## config.mk

```make
export PLATFORM = sky130hd
export DESIGN_NAME = shift_seq
export DESIGN_NICKNAME = d
export VERILOG_FILES = /design/src/rtl/shift_seq.sv
export SDC_FILE = /design/constraint.sdc
export NUM_CORES = 1
export LEC_CHECK = 0
export ABC_AREA = 1
export BUFFER_PORTS_ARGS = -buffer_cell sky130_fd_sc_hd__buf_4
export CORE_MARGIN = 5
export CORE_UTILIZATION = 50
export CTS_BUF_LIST = sky130_fd_sc_hd__clkbuf_4
export CTS_CLUSTER_DIAMETER = 50
export DETAILED_ROUTE_END_ITERATION = 12
export PLACE_DENSITY = 0.74
export SETUP_SLACK_MARGIN = 0.4
export SLEW_MARGIN = 25
export SYNTH_ARGS = -nofsm -noshare
export SYNTH_HDL_FRONTEND = slang
export SYNTH_SLANG_ARGS = --single-unit
```

## constraint.sdc

```tcl
create_clock -name clk -period 2.4 [get_ports clk]
set_input_delay 0.36 -clock clk [delete_from_list [all_inputs] [get_ports clk]]
set_output_delay 0.36 -clock clk [all_outputs]
set_load 0.1 [all_outputs]
```

## src/rtl/shift_seq.sv

```systemverilog
`default_nettype none
// +----------------------------------------------------------------------------+
// | Module      : shift_seq                                                     |
// | Description : Multi-cycle barrel-shift sequencer (LSL/LSR/ASR/ROR) with    |
// |               ARM-style carry. Define SHIFT_SEQ_FAST_EN for 4-bit steps.   |
// | Revision    : 1.0 - initial release                                        |
// +----------------------------------------------------------------------------+
module shift_seq (
  input  logic        clk,
  input  logic        rst,
  input  logic        start,
  input  logic        flush,
  input  logic [1:0]  shift_type,
  input  logic [31:0] val_rm,
  input  logic [7:0]  amount,
  input  logic        carry_in,
  output logic        stall,
  output logic        busy,
  output logic        done,
  output logic [31:0] result,
  output logic        carry_out
);

  typedef enum logic [1:0] {
    S_IDLE  = 2'd0,
    S_SHIFT = 2'd1,
    S_DONE  = 2'd2
  } state_t;

  localparam logic [1:0] c_lsl = 2'b00;
  localparam logic [1:0] c_lsr = 2'b01;
  localparam logic [1:0] c_asr = 2'b10;

  state_t      r_state;
  logic [31:0] r_val;
  logic [5:0]  r_cnt;
  logic [1:0]  r_type;

  logic [5:0]  w_n;
  logic        w_zero_c;
  logic        w_step4;
  logic [31:0] w_nv;
  logic        w_nc;
  logic [5:0]  w_ncnt;

  // Step count at issue; ROR only uses the low five bits of the amount.
  always_comb begin
    w_n = 6'd0;
    case (shift_type)
      c_asr:   w_n = (amount > 8'd32) ? 6'd32 : amount[5:0];
      2'b11:   w_n = {1'b0, amount[4:0]};
      default: w_n = (amount > 8'd33) ? 6'd33 : amount[5:0];
    endcase
  end

  // With no steps, carry is the incoming flag unless ROR by a multiple of 32.
  assign w_zero_c = (amount == 8'd0) ? carry_in : val_rm[31];

  always_comb begin
    w_step4 = 1'b0;
`ifdef SHIFT_SEQ_FAST_EN
    w_step4 = (r_cnt >= 6'd4);
`endif
  end

  always_comb begin
    w_nv   = r_val;
    w_nc   = 1'b0;
    w_ncnt = r_cnt - 6'd1;
    if (w_step4) begin
      w_ncnt = r_cnt - 6'd4;
      case (r_type)
        c_lsl:   begin w_nv = {r_val[27:0], 4'b0000};         w_nc = r_val[28]; end
        c_lsr:   begin w_nv = {4'b0000, r_val[31:4]};         w_nc = r_val[3];  end
        c_asr:   begin w_nv = {{4{r_val[31]}}, r_val[31:4]};  w_nc = r_val[3];  end
        default: begin w_nv = {r_val[3:0], r_val[31:4]};      w_nc = r_val[3];  end
      endcase
    end else begin
      case (r_type)
        c_lsl:   begin w_nv = {r_val[30:0], 1'b0};            w_nc = r_val[31]; end
        c_lsr:   begin w_nv = {1'b0, r_val[31:1]};            w_nc = r_val[0];  end
        c_asr:   begin w_nv = {r_val[31], r_val[31:1]};       w_nc = r_val[0];  end
        default: begin w_nv = {r_val[0], r_val[31:1]};        w_nc = r_val[0];  end
      endcase
    end
  end

  assign stall = ((r_state == S_IDLE) && start && !flush) || (r_state == S_SHIFT);

  // result/carry_out are written only on entry to DONE, so an aborted
  // operation leaves the previous result visible.
  always_ff @(posedge clk) begin
    if (rst) begin
      r_state   <= S_IDLE;
      r_val     <= 32'd0;
      r_cnt     <= 6'd0;
      r_type    <= 2'd0;
      result    <= 32'd0;
      carry_out <= 1'b0;
      done      <= 1'b0;
      busy      <= 1'b0;
    end else if (flush) begin
      r_state <= S_IDLE;
      done    <= 1'b0;
      busy    <= 1'b0;
    end else begin
      case (r_state)
        S_IDLE: begin
          done <= 1'b0;
          if (start) begin
            r_val  <= val_rm;
            r_type <= shift_type;
            r_cnt  <= w_n;
            busy   <= 1'b1;
            if (w_n == 6'd0) begin
              r_state   <= S_DONE;
              done      <= 1'b1;
              result    <= val_rm;
              carry_out <= w_zero_c;
            end else begin
              r_state <= S_SHIFT;
            end
          end
        end
        S_SHIFT: begin
          r_val <= w_nv;
          r_cnt <= w_ncnt;
          if (w_ncnt == 6'd0) begin
            r_state   <= S_DONE;
            done      <= 1'b1;
            result    <= w_nv;
            carry_out <= w_nc;
          end
        end
        S_DONE: begin
          r_state <= S_IDLE;
          done    <= 1'b0;
          busy    <= 1'b0;
        end
        default: begin
          r_state <= S_IDLE;
          done    <= 1'b0;
          busy    <= 1'b0;
        end
      endcase
    end
  end

endmodule
`default_nettype wire

```

Word-level counts from Yosys, hierarchy flattened
Cells that the tools add are included.

word-level totals
  output and inout bits = 36
  register bits after elaboration = 77

operators by class
  $lt $le $gt $ge = 2
  equal/unequal tests = 8
  muxes and demuxes = 28
  reduce and logical (&&, ||, !) cells = 16
  $add $sub $neg = 1
  bitwise gates (word level) = 2

operators with widths
  operator                                            number
  two-way mux 32 bit                                  4
  case mux 32 bit (2 select lines)                    2
  case mux 32 bit (3 select lines)                    1
  case mux 6 bit (2 select lines)                     2
  two-way mux 6 bit                                   3
  > comparator 8 x 6 -> 1 bit, second input constant  2
  zero test 6 bit                                     2
  two-way mux 1 bit                                   9
  zero test 8 bit                                     1
  == test 2 bit, second input constant                3
  two-way mux 2 bit                                   3
  case mux 1 bit (2 select lines)                     3
  AND reduction 3 bit                                 2
  subtractor 6 x 1 -> 6 bit, second input constant    1
  AND reduction 5 bit                                 1
  == test 2 x 1 -> 1 bit, second input constant       2
  zero test 2 bit                                     2
  != test 2 x 1 -> 1 bit, second input constant       2
  case mux 2 bit (2 select lines)                     1
  AND reduction 2 bit                                 2
  logical AND 1 bit                                   2
  != test 2 bit, second input constant                1
  NOT 1 bit                                           2
  nonzero test 2 bit                                  1
  other kinds (3)                                     3

Longest topological paths before layout
  word-level depth = 7
  gate-level depth with buffers = 16
  gate-level depth less buffers = 15

Least setup slack after synthesis
Ideal clock, no wire load.

  path kind = input-to-output
  start point = input start
  end point = output stall
  arrival time = 2684 ps
  stages = 4
  path slack = -644 ps
  path through = inv_1 -> nor2_1 -> inv_1 -> o21ai_0

between the ends
  word-level cells in the longest chain between the ends = 3

RTL lines
  item                             RTL line  RTL
  from (decl)                      11        input logic start,
  logical AND 1 bit (2 in series)  88        assign stall = ((r_state == S_IDLE) && start && !flush) || (r_state == S_SHIFT);
  logical OR 1 bit                 88
  to (decl)                        17        output logic stall,

Every way passes these cells.

Worst setup path in the final report
  start point = register r_state[0]
  end point = output stall

between the ends
  word-level cells in the longest chain between the ends = 4
  elaborated cells on any way between the ends = 5

RTL lines
  item                             RTL line  RTL
  from (decl)                      34        state_t r_state;
  from (signal assigned)           94        r_state <= S_IDLE;
  from (signal assigned)           103       r_state <= S_IDLE;
  from (signal assigned)           116       r_state <= S_DONE;
  zero test 2 bit                  88
  logical AND 1 bit (2 in series)  88
  logical OR 1 bit *               88

Every way passes the cells marked *; elsewhere a longest branch is shown, timed or not.

==> impl_metrics.ini <==
[setup_path]
endpoint_kind = primary output
ff2ff_path_depth = 12
cp.arrival_ns = 1.59
critPathKind = reg2out
r2r-start = r_cnt[0]
r2r-end = result[4]
cp.required_ns = 2.04
path_max_fanout = 6
cp-start-kind = flip-flop
reg2reg_setup_slack_ns = 0.56

[yosys]
ys_seq_area_share_pct = 37.2
synth_flop_cell = dfxtp_1
yosys.area.top_type_share_pct = 37.2
synthTopCellsByArea = dfxtp_1 (37%), nor2_1 (12%), o21ai_0 (8.3%)
yosysTopAreaCell = dfxtp_1
yosys_warnings = 0
ys_types = 36
ys_async_sr_fraction_pct = 0
synth_common_cells = nor2_1 (133), nand2_1 (91), inv_1 (84)
synth_edf_count = 0
yosysMostFrequentCell = nor2_1
avgSynthCellArea_um2 = 6.49
syn-cell-area_um2 = 4150
synthSimpleGateAreaFrac_pct = 29.5
synthMuxAreaShare_pct = 0.241
synthAdderAreaFrac_pct = 0.603
synth_top_family_by_area = simple AND/OR/NAND/NOR gates
syn_inst = 639
synth_compound_area_share_pct = 19.2
ys_ff_latch = 77
syn_nets = 688
synth_xor_area_share_pct = 0.844

[hold_path]
worstHoldPathCells = 3
hold_class = in2reg
hp-start = start
holdPathEnd = r_state[0]

[outcome]
outcome = finished clean

[layout]
area_growth_syn_to_layout_pct = 25.3
antenna_cells = 0
nets = 770
drive_above_1_share_pct = 22.9
fin_util_pct = 63.9

[sta]
fin_skew_ns = 0.0213
period_minus_slack_ns = 1.95
setup-violations-final = 0
post-route-period-util_pct = 81.3
max_slew_margin_pct = 66.7
worst_pin_slew_ns = 0.498
slew_violations = 0
holdWs_ns = 0.199
fmaxAchievable_ghz = 0.513
rsz0062_at_grt = false
hold_viol_final = 0
tns_ns = 0

[floorplanning]
fp.dieH_um = 101
core-area_um2 = 8130
die-area_um2 = 10200
die_x_um = 101
initial_core_util_pct = 51.0
ios = 83
fp-row-count = 33

[detailed_routing]
drc_errors = 0
drt_iter0_markers = 353
dr.pass1.iters = 5
viasPerCell = 5.19
wl_mm = 11.2
via_count = 4314
wire_per_inst_um = 13.5
drt.antenna.violating_nets = 0

[clocking]
cts_sinks = 77
cts_max_level = 3
cts_buffer_depth = 2
clock_latency_ns = 0.44
cts_tree = done
numCtsBuffers = 9
cts-root-buf = clkbuf_4
worst_setup_hold_path_clk_slew_ns = 0.12

[grt]
grt_usage_pct = 21.9
grt.overflow.total = 0
antenna_found_initial = 0
grt_start_max_net_pins = 35
grt_pass1_wl_mm = 18.1
grt_pass1_vias = 3820

[placement]
dp.final_hpwl_mm = 7.42
place_congestion = 0.832
io_buffers = 82

[power]
p_leak_nw = 2.63
power_density_nw_per_um2 = 631
peakVddDrop_mv = 0.405

[flow_run]
drv_cap = 0
[state kept, by name (all words and copies together), names as in the netlist]
signal	count
r_cnt	6
done	1
r_state	2
busy	1
carry_out	1
result	32
r_type	2
r_val	32
[placed cells by master (no fill, tap or decap), types with 10 or more instances in the layout]
cell and count:
o21ai_0 68, nand3b_1 10, nor2_1 131, dfxtp_1 74, a21oi_1 64, buf_4 100, clkbuf_4 10, inv_1 80
nand2_1 90, nand2_2 13, nand3_1 16
[where the power goes]
group | switching (mW) | leakage, nW | internal (mW)
Combinational | 0.644 | 1.91 | 0.297
Sequential | 0.0627 | 0.632 | 1.37
Clock | 0.474 | 0.0903 | 0.435
Total | 1.18 | 2.63 | 2.10
[area by class of cell]
cell class	count	area (um2)
clock buffers	10	75.1
fillers	751	2930
multi-input cells	438	2170
clock inverters	6	87.6
repair buffers	106	848
well taps	105	131
inverters	89	343
flip-flops and latches	77	1550
[timing repair]
action                     CTS  global route
setup endpoints to repair   32            35
pin swaps                    2             7
gates cloned                 2             1
resized for setup            9            17
buffers inserted             2            11
hold buffers                 0             0
[per-stage QoR]
stage          power [mW]  std cells  worst slack (ns)  instance area, um2
3_5_place_dp         2.32        799             0.302                4800
6_report             3.28        831             0.449                5200
5_1_grt              3.45        831             0.376                5200
4_1_cts              3.24        819             0.392                5040
2_1_floorplan        2.10        639             0.631                4150
3_3_place_gp         2.31        799             0.393                4800
[worst max-delay path by stage]
stage / startpoint / to / slack, ns / depth (start not counted)
finish: r_state[0] / stall / 0.45 / 7
global route: r_state[0] / stall / 0.38 / 7
CTS: r_cnt[0] / result[17] / 0.39 / 12
detailed placement: r_cnt[0] / result[3] / 0.30 / 11
global placement: amount[2] / result[11] / 0.39 / 15
floorplan: r_cnt[0] / result[7] / 0.63 / 12
[critical path: stages, from the launching register on]
cell,delay [ns]
dfxtp_2,0.37
inv_2,0.04
nor2_2,0.10
buf_6,0.14
clkinvlp_4,0.12
buf_12,0.15
o21ai_4,0.06
buf_12,0.19
[metal layers]
metal | track usage (%) | vias to the layer above | share of wire, %
met5 | 0 | - | 0
met4 | 6.54 | 0 | 1.9
met3 | 4.36 | 22 | 8.5
met2 | 32.5 | 183 | 44
met1 | 32.0 | 1922 | 46
li1 | - | 2187 | -
[kinds of logic (layout without fill, tap and decap cells)]
family	count (synthesis)	count (layout)
buffers and inverters	127	211
XOR/XNOR	4	4
adder cells (fa/ha/maj)	2	2
multiplexers	1	1
AND/OR/NAND/NOR	278	281
AO/OA/AOI/OAI	150	150
flip-flops	77	77
Power figures use the tool's default switching activity.
